### src/rtl/alu_seq_pkg.sv
`default_nettype none
// ============================================================================
// Module      : alu_seq_pkg
// Description : Shared definitions for the ALU command sequencer.
//               Holds the ALU opcode encodings, the sequencer state
//               enumeration and the default datapath/register-file sizes.
// Revision    : 1.0 - initial release
// ============================================================================
package alu_seq_pkg;

    // Default sizes; the downstream ALU is a fixed 4-bit part.
    localparam int SEQ_DATA_W = 4;
    localparam int SEQ_NREGS  = 4;
    localparam int SEQ_ADDR_W = 2;

    // ALU select encodings
    localparam logic [2:0] OP_ADD = 3'b000;
    localparam logic [2:0] OP_SUB = 3'b001;
    localparam logic [2:0] OP_AND = 3'b010;
    localparam logic [2:0] OP_OR  = 3'b011;
    localparam logic [2:0] OP_XOR = 3'b100;
    localparam logic [2:0] OP_NOT = 3'b101;
    localparam logic [2:0] OP_INC = 3'b110;
    localparam logic [2:0] OP_DEC = 3'b111;

    // Sequencer states
    typedef enum logic [1:0] {
        IDLE = 2'b00,
        EXEC = 2'b01,
        RESP = 2'b10
    } state_t;

endpackage : alu_seq_pkg
`default_nettype wire

### src/rtl/alu_seq_regfile.sv
`default_nettype none
// ============================================================================
// Module      : alu_seq_regfile
// Description : NREGS x DATA_W register file with two combinational read
//               ports and a single write path shared by the host load strobe
//               and the ALU writeback. Writeback has priority over a load to
//               the same address; loads and writebacks to different
//               addresses both take effect. Synchronous reset to zero.
// Ports       : clk, rst          - clock, synchronous active-high reset
//               i_ld_en/addr/data - host load port
//               i_wb_en/addr/data - ALU writeback port
//               i_ra, i_rb        - read addresses
//               o_rd_a, o_rd_b    - read data (pre-edge contents)
// Revision    : 1.0 - initial release
// ============================================================================
module alu_seq_regfile
    import alu_seq_pkg::*;
#(
    parameter int NREGS  = SEQ_NREGS,
    parameter int DATA_W = SEQ_DATA_W,
    parameter int ADDR_W = SEQ_ADDR_W
) (
    input  logic              clk,
    input  logic              rst,
    input  logic              i_ld_en,
    input  logic [ADDR_W-1:0] i_ld_addr,
    input  logic [DATA_W-1:0] i_ld_data,
    input  logic              i_wb_en,
    input  logic [ADDR_W-1:0] i_wb_addr,
    input  logic [DATA_W-1:0] i_wb_data,
    input  logic [ADDR_W-1:0] i_ra,
    input  logic [ADDR_W-1:0] i_rb,
    output logic [DATA_W-1:0] o_rd_a,
    output logic [DATA_W-1:0] o_rd_b
);

    logic [DATA_W-1:0] r_mem [NREGS];

    always_ff @(posedge clk) begin
        if (rst) begin
            for (int i = 0; i < NREGS; i++) begin
                r_mem[i] <= '0;
            end
        end else begin
            if (i_ld_en) begin
                r_mem[i_ld_addr] <= i_ld_data;
            end
            // Issued after the load so that, on an address collision, the
            // writeback is the assignment that sticks.
            if (i_wb_en) begin
                r_mem[i_wb_addr] <= i_wb_data;
            end
        end
    end

    // Reads see the contents before any write at the coming edge.
    assign o_rd_a = r_mem[i_ra];
    assign o_rd_b = r_mem[i_rb];

endmodule : alu_seq_regfile
`default_nettype wire

### src/rtl/alu_cmd_sequencer.sv
`default_nettype none
// ============================================================================
// Module      : alu_cmd_sequencer
// Description : Command front-end for a 4-bit combinational ALU. Accepts
//               register-addressed commands (valid/ready), snapshots the
//               operands from the register file, drives the ALU for one
//               cycle, writes the result back and returns result/carry/zero
//               over a response valid/ready handshake.
//               IDLE -> EXEC -> RESP -> IDLE; one op per 3 cycles at best.
// Ports       : clk, rst                 - clock, synchronous active-high reset
//               cmd_*                    - command handshake and fields
//               ld_en/ld_addr/ld_data    - host register load port
//               alu_a/alu_b/alu_sel      - to ALU
//               alu_result/carry/zero    - from ALU
//               rsp_*                    - response handshake and payload
//               op_count                 - saturating EXEC counter (optional)
// Options     : `define ALU_SEQ_OPCOUNT_EN adds the op_count output.
// Revision    : 1.0 - initial release
// ============================================================================
module alu_cmd_sequencer
    import alu_seq_pkg::*;
#(
    parameter int DATA_W = SEQ_DATA_W,
    parameter int NREGS  = SEQ_NREGS,
    parameter int ADDR_W = SEQ_ADDR_W
`ifdef ALU_SEQ_OPCOUNT_EN
    ,
    parameter int CNT_W  = 8
`endif
) (
    input  logic              clk,
    input  logic              rst,
    input  logic              cmd_valid,
    output logic              cmd_ready,
    input  logic [2:0]        cmd_op,
    input  logic [ADDR_W-1:0] cmd_ra,
    input  logic [ADDR_W-1:0] cmd_rb,
    input  logic [ADDR_W-1:0] cmd_rd,
    input  logic              ld_en,
    input  logic [ADDR_W-1:0] ld_addr,
    input  logic [DATA_W-1:0] ld_data,
    output logic [DATA_W-1:0] alu_a,
    output logic [DATA_W-1:0] alu_b,
    output logic [2:0]        alu_sel,
    input  logic [DATA_W-1:0] alu_result,
    input  logic              alu_carry,
    input  logic              alu_zero,
    output logic              rsp_valid,
    input  logic              rsp_ready,
    output logic [DATA_W-1:0] rsp_data,
    output logic              rsp_carry,
    output logic              rsp_zero
`ifdef ALU_SEQ_OPCOUNT_EN
    ,
    output logic [CNT_W-1:0]  op_count
`endif
);

    state_t            r_state;
    logic              r_cmd_ready;
    logic              r_rsp_valid;
    logic [2:0]        r_op;
    logic [ADDR_W-1:0] r_rd;
    logic [DATA_W-1:0] r_opa;
    logic [DATA_W-1:0] r_opb;
    logic [DATA_W-1:0] r_rsp_data;
    logic              r_rsp_carry;
    logic              r_rsp_zero;

    logic [DATA_W-1:0] w_rd_a;
    logic [DATA_W-1:0] w_rd_b;
    logic              w_wb_en;

    // The ALU result is only meaningful during EXEC, so that is the only
    // cycle in which it is written back.
    assign w_wb_en = (r_state == EXEC);

    alu_seq_regfile #(
        .NREGS  (NREGS),
        .DATA_W (DATA_W),
        .ADDR_W (ADDR_W)
    ) u_regfile (
        .clk       (clk),
        .rst       (rst),
        .i_ld_en   (ld_en),
        .i_ld_addr (ld_addr),
        .i_ld_data (ld_data),
        .i_wb_en   (w_wb_en),
        .i_wb_addr (r_rd),
        .i_wb_data (alu_result),
        .i_ra      (cmd_ra),
        .i_rb      (cmd_rb),
        .o_rd_a    (w_rd_a),
        .o_rd_b    (w_rd_b)
    );

    always_ff @(posedge clk) begin
        if (rst) begin
            r_state     <= IDLE;
            r_cmd_ready <= 1'b1;
            r_rsp_valid <= 1'b0;
            r_op        <= '0;
            r_rd        <= '0;
            r_opa       <= '0;
            r_opb       <= '0;
            r_rsp_data  <= '0;
            r_rsp_carry <= 1'b0;
            r_rsp_zero  <= 1'b0;
        end else begin
            case (r_state)
                IDLE: begin
                    if (cmd_valid && r_cmd_ready) begin
                        // Operand snapshot: later loads/writebacks cannot
                        // disturb the op once it has been accepted.
                        r_op        <= cmd_op;
                        r_rd        <= cmd_rd;
                        r_opa       <= w_rd_a;
                        r_opb       <= w_rd_b;
                        r_cmd_ready <= 1'b0;
                        r_state     <= EXEC;
                    end
                end
                EXEC: begin
                    r_rsp_data  <= alu_result;
                    r_rsp_carry <= alu_carry;
                    r_rsp_zero  <= alu_zero;
                    r_rsp_valid <= 1'b1;
                    r_state     <= RESP;
                end
                RESP: begin
                    if (rsp_ready) begin
                        r_rsp_valid <= 1'b0;
                        r_cmd_ready <= 1'b1;
                        r_state     <= IDLE;
                    end
                end
                default: begin
                    r_rsp_valid <= 1'b0;
                    r_cmd_ready <= 1'b1;
                    r_state     <= IDLE;
                end
            endcase
        end
    end

    // Operand registers only change on acceptance, so the ALU inputs hold
    // their last values outside EXEC without any extra enable.
    assign alu_a     = r_opa;
    assign alu_b     = r_opb;
    assign alu_sel   = r_op;
    assign cmd_ready = r_cmd_ready;
    assign rsp_valid = r_rsp_valid;
    assign rsp_data  = r_rsp_data;
    assign rsp_carry = r_rsp_carry;
    assign rsp_zero  = r_rsp_zero;

`ifdef ALU_SEQ_OPCOUNT_EN
    logic [CNT_W-1:0] r_op_count;

    always_ff @(posedge clk) begin
        if (rst) begin
            r_op_count <= '0;
        end else if ((r_state == EXEC) && (r_op_count != '1)) begin
            r_op_count <= r_op_count + 1'b1;
        end
    end

    assign op_count = r_op_count;
`endif

endmodule : alu_cmd_sequencer
`default_nettype wire
### config.mk
export PLATFORM = sky130hd
export DESIGN_NAME = alu_cmd_sequencer
export DESIGN_NICKNAME = d
export VERILOG_FILES = /design/src/rtl/alu_seq_pkg.sv /design/src/rtl/alu_seq_regfile.sv /design/src/rtl/alu_cmd_sequencer.sv
export SDC_FILE = /design/constraint.sdc
export NUM_CORES = 1
export LEC_CHECK = 0
export BUFFER_PORTS_ARGS = -buffer_cell sky130_fd_sc_hd__buf_2
export CORE_MARGIN = 2
export CORE_UTILIZATION = 38
export DETAILED_ROUTE_END_ITERATION = 8
export PLACE_DENSITY = 0.66
export SLEW_MARGIN = 10
export SYNTH_ARGS = -nofsm -noshare
export SYNTH_HDL_FRONTEND = slang
export SYNTH_SLANG_ARGS = --single-unit
### constraint.sdc
create_clock -name clk -period 4.6 [get_ports clk]
set_input_delay 0.92 -clock clk [delete_from_list [all_inputs] [get_ports clk]]
set_output_delay 0.92 -clock clk [all_outputs]
set_load 0.01 [all_outputs]
Yosys cells after proc, flatten, opt, wreduce, memory -nomap -nowiden:

Memory sizes are Yosys's and may differ from the RTL's. A register that Yosys moved wholly into a read port is not among the register bits.
Cells that the tools add are included.

* eq/ne operators: 4
* muxes and demuxes: 22
* bitwise logic cells: 2
* reduce and logical (&&, ||, !) cells: 8

Operator list (number)
* 1-bit 2-to-1 mux: 13
* 2-bit 2-to-1 mux: 4
* 4-bit 2-to-1 mux: 2
* 4-bit OR reduction: 2
* 1-bit one-hot mux with 3 select lines: 2
* 2-bit one-hot mux with 3 select lines: 1
* 2-bit AND reduction: 3
* 2-bit inequality test, second input constant: 2
* 3-bit AND reduction: 1
* 2-bit by 1-bit == test with 1-bit output, second input constant: 1
* 2-bit == test, second input constant: 1
* 2-bit logical NOT: 1
* 1-bit NOT: 2
* 1-bit logical AND: 1

* flip-flop bits (word level): 15
* RAM bits: 16
* bits of input ports: 26
* word-level logic and storage cells: 45
* memories: 1

Memories
* u_regfile.r_mem: words 4, width 4, read ports 2, clocked after memory_dff 2, wr ports 4, RTL line alu_seq_regfile.sv:37 `logic [DATA_W-1:0] r_mem [NREGS];`

Longest topological paths before layout:

* word-level depth: 6
* depth in mapped cells: 5
* depth with buffers taken out: 3

Modules after synthesis:

A second synthesis with hierarchy kept.

* cell total of the unflattened synthesis: 156
* area, all modules: 1905.6 µm²

By module, submodules not included
* alu_seq_regfile: instances 1, cells each 64, area an instance 1042.2 µm², seq. area each 480.5 µm²
* alu_cmd_sequencer: instances 1, cells each 92, area an instance 863.3 µm², seq. area each 460.4 µm²

Worst setup path after synthesis:

Ideal clock, no wire load.

* kind: input -> register
* from: input rst
* to: memory u_regfile.r_mem[1][0] in the netlist's numbering, enable pin
* library setup time: 382 ps
* arrival: 1742 ps
* required time: 4218 ps
* setup slack: 2475 ps
* cell stages on the path: 2
* cells stage by stage: nand3b_1 o311ai_0

RTL lines
* start: declaration: RTL line alu_cmd_sequencer.sv:32 `input logic rst,`
* end: declaration: RTL line alu_seq_regfile.sv:37

==> flow_summary.toml <==
[outcome]
status = "complete, no violations"

[grt]
grt_pass1_vias = 1302
overflow = 0
grt_pass1_wl_mm = 6.320
grt_usage_pct = 16.05
antenna_found_initial = 0
grt_max_degree = 33

[synthesis]
synth_edf_count = 16
synthArstFlopShare_pct = 0
yosysWarnings = 0
synthesis.area_um2 = 1841
avgSynthCellArea_um2 = 10.96
ys_seq_area_share_pct = 51.12
yosysMostFrequentCell = "nand2_1"
yosys.area.top_type_share_pct = 26.10
ys_types = 26
syn_nets = 194
ys.flop_type = "dfxtp_1"
synth.largest_area_cell = "edfxtp_1"
synth_area_leaders = "edfxtp_1 (26%), dfxtp_1 (25%), mux4_2 (9.8%)"
synth_common_cells = "nand2_1 (36), dfxtp_1 (23), edfxtp_1 (16)"
synth_seq_cells = 39
postSynthCellCount = 168

[routing]
wire_per_inst_um = 15.06
vias = 1405
drt-vias-per-instance = 5.282
wl_mm = 4.006
firstDrtPassIters = 4
drt-initial-drc-count = 75
drc = 0
final_antenna_net_count = 0

[worst_setup_path]
slowest_stage = "o311ai_0"
r2r_slack_ns = 2.80
cpPeakStageDelay_ns = 0.77
end_kind = "register"
cp_data_arrival_time_ns = 2.27
worstPathRequired_ns = 4.53
critPathMaxFanout = 32
worstSetupPathType = "in2reg"
crit_chain = "buf_2 > nand3b_1 > o311ai_0"
cp-start-kind = "primary input"

[floorplanning]
io_pins = 45
fp-row-count = 25
die_h_um = 73.60
start_util_pct = 39.23
core_um2 = 4692
die_w_um = 73.60
dieArea_um2 = 5416

[timing]
tightest_slew_ns = 0.8829
post-route-min-period_ns = 2.337
maxSlewHeadroom_pct = 40.39
fin_crit_sh_pct = 50.79
rsz0062_at_grt = "no"
hold-worst-slack_ns = 0.4530
worst_slack_ns = 2.263
setup_viol = 0
hold_viol_final = 0
fin_setup_tns_ns = 0
drv_slew = 0
timing.fmax_mhz = 428.0
finClkSkew_ns = 0.004635

[layout]
n_fill_cell = 458
seqCellArea_um2 = 940.9
multiInputGateArea_um2 = 835.8
drive_above_1_share_pct = 30.66
num_antenna_cells = 0
instances_no_fill = 266
syn_to_final_growth_pct = 20.46
fin_nets = 237

[clocking]
tritoncts = "done"
ctsResizeCount = 0
cts_sinks = 39
htreeDepth = 2
clk_pin_slew_worst_paths_ns = 0.08
insertion_delay_ns = 0.30
clockRootBuffer = "clkbuf_8"
numCtsBuffers = 5
post_cts_buffers = 0
clk_path_buf_depth = 2
hold_buffers = 0

[placement]
post-dp-hpwl_mm = 2.983
portBuffers = 44
gp_congestion = 0.7994
place_ws_ns = 1.937
place_inst = 258

[power_and_ir_drop]
p_leak_nw = 0.9204
power.density_nw_per_um2 = 359.4
ir_worst_vdd_mv = 0.1387

[hold_path]
worstHoldPathType = "reg2reg"

[run]
drv_cap = 0
-- per-layer routing --
layer | global-route usage (%) | vias to the layer above | routed length (um)
li1 | - | 698 | -
met1 | 19.49 | 645 | 1759
met2 | 25.89 | 53 | 1863
met3 | 3.841 | 9 | 277
met4 | 9.293 | 0 | 105
met5 | 0 | - | 0
-- final timing paths --
| kind | cells after the start | end | start |
|---|---|---|---|
| setup / recovery | 3 | u_regfile.r_mem[1][0] | rst |
| hold / removal | 2 | alu_sel[2] | alu_sel[2] |
| setup reg to reg | 2 | u_regfile.r_mem[1][0] | r_state[0] |
| hold reg to reg | 2 | alu_sel[2] | alu_sel[2] |
-- final cells by class --
type	instances	area share, %
multi-input combinational	114	37.70
clock inverter	1	0.3386
clock buffer	7	5.361
sequential	39	42.44
inverter	7	1.185
tap	54	3.047
timing repair buffer	44	9.932
-- worst max-delay path, delay by kind of cell --
| family | cells | cell delay [ns] |
|---|---|---|
| and+or+nand+nor | 1 | 0.29 |
| AOI/OAI and AO/OA | 1 | 0.77 |
| buffers and inverters | 1 | 0.28 |
-- report_power, final --
group | internal (mW) | switching [mW] | total, mW
Sequential | 0.384 | 0.0152 | 0.399
Combinational | 0.0461 | 0.0543 | 0.100
Clock | 0.173 | 0.125 | 0.298
Total | 0.602 | 0.195 | 0.797
-- cells in the final DEF (no fill, tap or decap), drive strengths merged, types with 7 or more instances in the layout --
master / instances
buf: 44
nand2: 36
dfxtp: 23
edfxtp: 16
a21oi: 15
mux2i: 14
nor2: 12
a22o: 8
mux4: 8
inv: 7
clkbuf: 7
-- sequential cells by signal (all words and copies together), names as in the netlist --
| name | count |
|---|---|
| u_regfile.r_mem | 16 |
| alu_a | 4 |
| alu_b | 4 |
| rsp_data | 4 |
| alu_sel | 3 |
| r_rd | 2 |
| r_state | 2 |
| cmd_ready | 1 |
| rsp_carry | 1 |
| rsp_valid | 1 |
| rsp_zero | 1 |
-- cell families (layout without fill, tap and decap cells) --
family | count (synthesis) | in the layout | synth area share [%]
AND/OR/NAND/NOR | 62 | 62 | 16.65
flip-flops | 39 | 39 | 51.12
AO/OA/AOI/OAI | 30 | 30 | 11.35
multiplexers | 22 | 22 | 17.40
buffers and inverters | 15 | 59 | 3.468
-- through the flow --
stage | instance area (um2) | utilization (%) | total power, mW
finish | 2217 | 47.25 | 0.7969
CTS | 2217 | 47.25 | 0.8022
floorplan | 1841 | - | 0.4662
global placement | 2091 | 44.56 | 0.5058
detailed placement | 2091 | 44.56 | 0.5069
global route | 2217 | 47.25 | 0.8295
No activity file was read; power rests on OpenSTA's default activity.
